`src/rtl/store_commit_queue.sv`:
```
// Store commit queue: holds issued stores until the ROB commits them, drains
// committed stores in order to data memory and serves store-to-load forwarding.
module store_commit_queue #(
  parameter int DEPTH  = 8,
  parameter int DATA_W = 32
) (
  input  logic                     i_clk,
  input  logic                     i_rst_n,
  input  logic                     i_sq_valid,
  output logic                     o_sq_ready,
  input  logic [DATA_W-1:0]        i_sq_instr_no,
  input  logic [DATA_W-1:0]        i_sq_addr,
  input  logic [DATA_W-1:0]        i_sq_data,
  input  logic                     i_rob_commit_valid,
  input  logic [DATA_W-1:0]        i_rob_commit_no,
  input  logic                     i_rob_flush,
  output logic                     o_commit_ack,
  output logic                     o_commit_miss,
  output logic                     o_mem_wr_req,
  output logic [DATA_W-1:0]        o_mem_wr_addr,
  output logic [DATA_W-1:0]        o_mem_wr_data,
  input  logic                     i_mem_wr_ack,
  input  logic [DATA_W-1:0]        i_fwd_addr,
  output logic                     o_fwd_hit,
  output logic [DATA_W-1:0]        o_fwd_data,
  output logic [$clog2(DEPTH):0]   o_count
);

  localparam int AW = $clog2(DEPTH);
  localparam logic [AW:0] L_DEPTH = (AW+1)'(DEPTH);
  localparam logic [0:0] S_IDLE  = 1'b0;
  localparam logic [0:0] S_WRITE = 1'b1;

  logic [AW-1:0]     r_head, r_tail, r_cptr;
  logic [AW:0]       r_count;
  logic              r_valid     [DEPTH];
  logic              r_committed [DEPTH];
  logic [DATA_W-1:0] r_instr     [DEPTH];
  logic [DATA_W-1:0] r_addr      [DEPTH];
  logic [DATA_W-1:0] r_data      [DEPTH];
  logic [0:0]        r_state;
  logic              r_mem_req, r_commit_ack, r_commit_miss;
  logic [DATA_W-1:0] r_mem_addr, r_mem_data;

  logic              w_ready, w_enq, w_commit_hit, w_pop, w_launch;
  logic [AW-1:0]     w_cptr_next;
  logic [AW:0]       w_kept_cnt, w_kept_next;
  logic              w_fwd_hit;
  logic [DATA_W-1:0] w_fwd_data;
  logic              w_unused_fwd_lsb;

  assign w_ready      = (r_count < L_DEPTH);
  assign w_enq        = i_sq_valid && w_ready && !i_rob_flush;
  assign w_commit_hit = i_rob_commit_valid && r_valid[r_cptr] && !r_committed[r_cptr]
                        && (r_instr[r_cptr] == i_rob_commit_no);
  assign w_pop        = (r_state == S_WRITE) && i_mem_wr_ack;
  assign w_launch     = (r_state == S_IDLE) && r_valid[r_head] && r_committed[r_head];
  assign w_cptr_next  = w_commit_hit ? r_cptr + 1'b1 : r_cptr;
  assign w_unused_fwd_lsb = ^i_fwd_addr[1:0];

  // Committed entries survive a flush; count them to rebuild the occupancy.
  always_comb begin
    w_kept_cnt = '0;
    for (int i = 0; i < DEPTH; i++) begin
      if (r_valid[i] && r_committed[i]) w_kept_cnt = w_kept_cnt + 1'b1;
    end
  end
  assign w_kept_next = w_kept_cnt + (AW+1)'(w_commit_hit) - (AW+1)'(w_pop);

  always_ff @(posedge i_clk or negedge i_rst_n) begin
    if (!i_rst_n) begin
      r_head  <= '0;
      r_tail  <= '0;
      r_cptr  <= '0;
      r_count <= '0;
    end else begin
      if (w_pop) r_head <= r_head + 1'b1;
      r_cptr <= w_cptr_next;
      if (i_rob_flush) begin
        r_tail  <= w_cptr_next;
        r_count <= w_kept_next;
      end else begin
        if (w_enq) r_tail <= r_tail + 1'b1;
        r_count <= r_count + (AW+1)'(w_enq) - (AW+1)'(w_pop);
      end
    end
  end

  for (genvar gi = 0; gi < DEPTH; gi++) begin : g_entry
    always_ff @(posedge i_clk or negedge i_rst_n) begin
      if (!i_rst_n) begin
        r_valid[gi]     <= 1'b0;
        r_committed[gi] <= 1'b0;
      end else if (w_pop && (r_head == AW'(gi))) begin
        r_valid[gi]     <= 1'b0;
        r_committed[gi] <= 1'b0;
      end else if (w_enq && (r_tail == AW'(gi))) begin
        r_valid[gi]     <= 1'b1;
        r_committed[gi] <= 1'b0;
      end else if (w_commit_hit && (r_cptr == AW'(gi))) begin
        r_committed[gi] <= 1'b1;
      end else if (i_rob_flush && !r_committed[gi]) begin
        r_valid[gi]     <= 1'b0;
      end
    end
  end

  always_ff @(posedge i_clk) begin
    if (w_enq) begin
      r_instr[r_tail] <= i_sq_instr_no;
      r_addr[r_tail]  <= i_sq_addr;
      r_data[r_tail]  <= i_sq_data;
    end
  end

  always_ff @(posedge i_clk or negedge i_rst_n) begin
    if (!i_rst_n) begin
      r_state       <= S_IDLE;
      r_mem_req     <= 1'b0;
      r_mem_addr    <= '0;
      r_mem_data    <= '0;
      r_commit_ack  <= 1'b0;
      r_commit_miss <= 1'b0;
    end else begin
      r_commit_ack  <= w_commit_hit;
      r_commit_miss <= i_rob_commit_valid && !w_commit_hit;
      case (r_state)
        S_IDLE: begin
          if (w_launch) begin
            r_mem_req  <= 1'b1;
            r_mem_addr <= r_addr[r_head];
            r_mem_data <= r_data[r_head];
            r_state    <= S_WRITE;
          end
        end
        S_WRITE: begin
          if (i_mem_wr_ack) begin
            r_mem_req <= 1'b0;
            r_state   <= S_IDLE;
          end
        end
        default: r_state <= S_IDLE;
      endcase
    end
  end

  // Walk oldest to youngest so the last match seen is the youngest store.
  always_comb begin
    logic [AW-1:0] idx;
    w_fwd_hit  = 1'b0;
    w_fwd_data = '0;
    for (int i = 0; i < DEPTH; i++) begin
      idx = r_head + AW'(i);
      if (r_valid[idx] && (r_addr[idx][DATA_W-1:2] == i_fwd_addr[DATA_W-1:2])) begin
        w_fwd_hit  = 1'b1;
        w_fwd_data = r_data[idx];
      end
    end
  end

  assign o_sq_ready    = w_ready;
  assign o_commit_ack  = r_commit_ack;
  assign o_commit_miss = r_commit_miss;
  assign o_mem_wr_req  = r_mem_req;
  assign o_mem_wr_addr = r_mem_addr;
  assign o_mem_wr_data = r_mem_data;
  assign o_fwd_hit     = w_fwd_hit;
  assign o_fwd_data    = w_fwd_data;
  assign o_count       = r_count;

endmodule
```
`config.mk`:
```
export PLATFORM = sky130hd
export DESIGN_NAME = store_commit_queue
export DESIGN_NICKNAME = d
export VERILOG_FILES = /design/src/rtl/store_commit_queue.sv
export SDC_FILE = /design/constraint.sdc
export NUM_CORES = 2
export LEC_CHECK = 0
export CAP_MARGIN = 10
export CORE_ASPECT_RATIO = 1.25
export CORE_MARGIN = 5
export CORE_UTILIZATION = 35
export CTS_BUF_LIST = sky130_fd_sc_hd__clkbuf_16
export DETAILED_ROUTE_END_ITERATION = 12
export SKIP_CTS_REPAIR_TIMING = 1
export SLEW_MARGIN = 20
export SYNTH_ARGS = -nofsm -noshare
export SYNTH_HDL_FRONTEND = slang
export SYNTH_SLANG_ARGS = --single-unit
```
`constraint.sdc`:
```
create_clock -name i_clk -period 11.3 [get_ports i_clk]
set_input_delay 2.825 -clock i_clk [delete_from_list [all_inputs] [get_ports i_clk]]
set_output_delay 2.825 -clock i_clk [all_outputs]
set_load 0.01 [all_outputs]
```
==> out/metrics.yaml <==
cp_max_fo: 32
yosys.area.top_type: "edfxtp_1"
async_flop_share: 0.112
clkSlewWorstSetupHoldPaths_ns: 0.06
drtIter0Drc: 4391
drive_above_1_share: 0.230
numPortBuffers: 268
min_period_ns: 10.59
yosysTopAreaCellShare: 0.394
post_drt_wl_per_cell_um: 30.9
viasPerCell: 6.23
worstMarginPinSlew_ns: 1.14
setup_tns_ns: 0
nets: 4506
grt_max_degree: 135
ctsHtreeMaxLevel: 3
antenna_found_initial: 30
synth_cell_types: 87
synth_top_cells_by_area: "edfxtp_1 (39%), mux4_2 (20%), mux2i_1 (8.5%)"
slew_violations: 0
n_fill_cell: 15505
rows: 167
hold_viol_final: 0
postRouteAntennaNets: 0
routed_wl_um: 204000
ff2ff_path_depth: 16
fin_cells: 6598
fp.dieW_um: 376
cts.sinks: 865
dp_hpwl_um: 135000
cts_tree: "done"
placed_cell_area_um2: 63200
yosys_warnings: 0
crit_path_end_kind: "primary output"
syn_area_um2: 58500
placedCellCount: 6404
period_share: 0.937
rsz0062_at_grt: "false"
synthFlopType: "edfxtp_1"
initial_core_util: 0.352
p_per_area_nw_per_um2: 111
drc: 0
rrSetupSlack_ns: 5.48
p_leak_nw: 21.7
layout-area-overhead-vs-synth_pct: 13.4
postLayoutCellArea_um2: 66400
gp_congestion: 1.01
grt_usage: 0.225
crit_type: "in -> out"
outcome: "completed"
timing.fmax_ghz: 0.0944
first_pass_iters: 8
skew_ns: 0.0350
synth-seq-area-share: 0.435
p_total_mw: 7.39
clock_tree.buffer_depth: 3
grt.overflow.total: 0
maxCapViolations: 0
syn_nets: 4375
synth_edf_count: 768
layout_common_cells: "edfxtp_1 (768), mux4_2 (512), mux2i_1 (499)"
peakVddDrop_v: 0.000120
arrival_ns: 7.76
numCtsBuffers: 95
vias: 41112
grt_pass1_wl_um: 291000
first_global_vias: 40124
relSlewSlack: 0.220
avgSynthCellArea_um2: 14.0
dieArea_um2: 176000
die_y_um: 467
critPathLaunchType: "input port"
coreArea_um2: 166000
finalSetupViolCount: 0
layout_commonest_cell: "edfxtp_1"
hold_path_depth: 1
root_buffer: "clkbuf_16"
yosys_register_bits: 865
syn_inst: 4173
clock_latency_ns: 0.73
hp-class: "reg -> reg"
num_io_pins: 271
required_ns: 8.48
[stage by stage]
stage	hold WS [ns]	setup slack (ns)	util
floorplan	0.476	0.750	-
global placement	0.463	0.788	0.380
finish	0.487	0.710	0.400
detailed placement	0.474	0.826	0.380
CTS	0.498	0.795	0.399
global route	0.514	0.702	0.400
[kinds of logic after synthesis]
logic type | after synthesis | synth area share
and+or+nand+nor | 892 | 0.0728
DFF | 865 | 0.435
muxes | 1210 | 0.346
adders and majority gates | 36 | 0.00795
buffers and inverters | 408 | 0.0385
AOI/OAI and AO/OA | 496 | 0.0592
xor gates and xnor gates | 266 | 0.0399
[synth_stat cells (40+ instances only)]
cell	number
a31oi_1	51
o22ai_1	40
nand2_1	389
buf_2	139
mux2i_1	499
nor2_1	176
clkbuf_1	95
o21ai_2	53
mux4_2	512
a21oi_1	99
edfxtp_1	768
o21ai_0	52
nand4_1	62
inv_1	43
dfrtp_1	97
mux2_2	96
xnor2_1	236
mux4_1	78
nor4_1	58
[where the power goes]
group          total, mW  internal, mW  switching, mW  leakage, nW
sequential          3.64          3.58         0.0663         8.25
clock               3.17          1.78           1.38         1.58
combinational      0.575         0.236          0.339         11.9
[cell type report]
class,count,area [um^2],area share
antenna,17,42.5,0.000641
clock buffer,95,2380,0.0358
clock inverter,82,791,0.0119
inverter,60,229,0.00345
multi-input combinational,2900,31000,0.467
sequential,865,25500,0.384
tap,2197,2750,0.0414
timing repair buffer,382,3710,0.0558
[routing by layer]
metal	wire length, um	part of all wire	global-route usage	vias up
li1	-	-	-	17187
met1	79000	0.39	0.287	21283
met2	95600	0.47	0.364	2160
met3	19900	0.098	0.0594	460
met4	9070	0.045	0.0902	22
met5	155	0.00076	0	-
[critical path, cell delays in order]
cell and delay [ns]:
clkdlybuf4s50_1 0.96, nand2b_1 0.21, a32oi_1 0.34, a2111oi_0 0.79
nand4_1 0.48, buf_4 0.47, nor4_1 0.34, nand2_1 0.08
nand4_1 0.10, o21ai_0 0.10, o21ai_1 0.35, clkdlybuf4s50_1 0.64
[state kept, by name (all words and copies together), names as in the netlist]
name	cells
r_committed	8
r_head	3
r_state	1
o_commit_ack	1
o_mem_wr_req	1
r_tail	3
o_count	4
o_mem_wr_addr	32
r_cptr	3
r_data	256
r_valid	8
r_addr	256
o_commit_miss	1
r_instr	256
o_mem_wr_data	32
[worst paths after layout]
path	start	endpoint
worst max-delay path	i_fwd_addr[24]	o_fwd_data[31]
worst min-delay path	o_mem_wr_req	o_mem_wr_req
worst max register to register	r_cptr[0]	o_count[3]
worst min register to register	o_mem_wr_req	o_mem_wr_req
max in group asynchronous	i_rst_n	r_cptr[0]
min in group asynchronous	i_rst_n	o_mem_wr_addr[12]
Power figures use the tool's default switching activity.
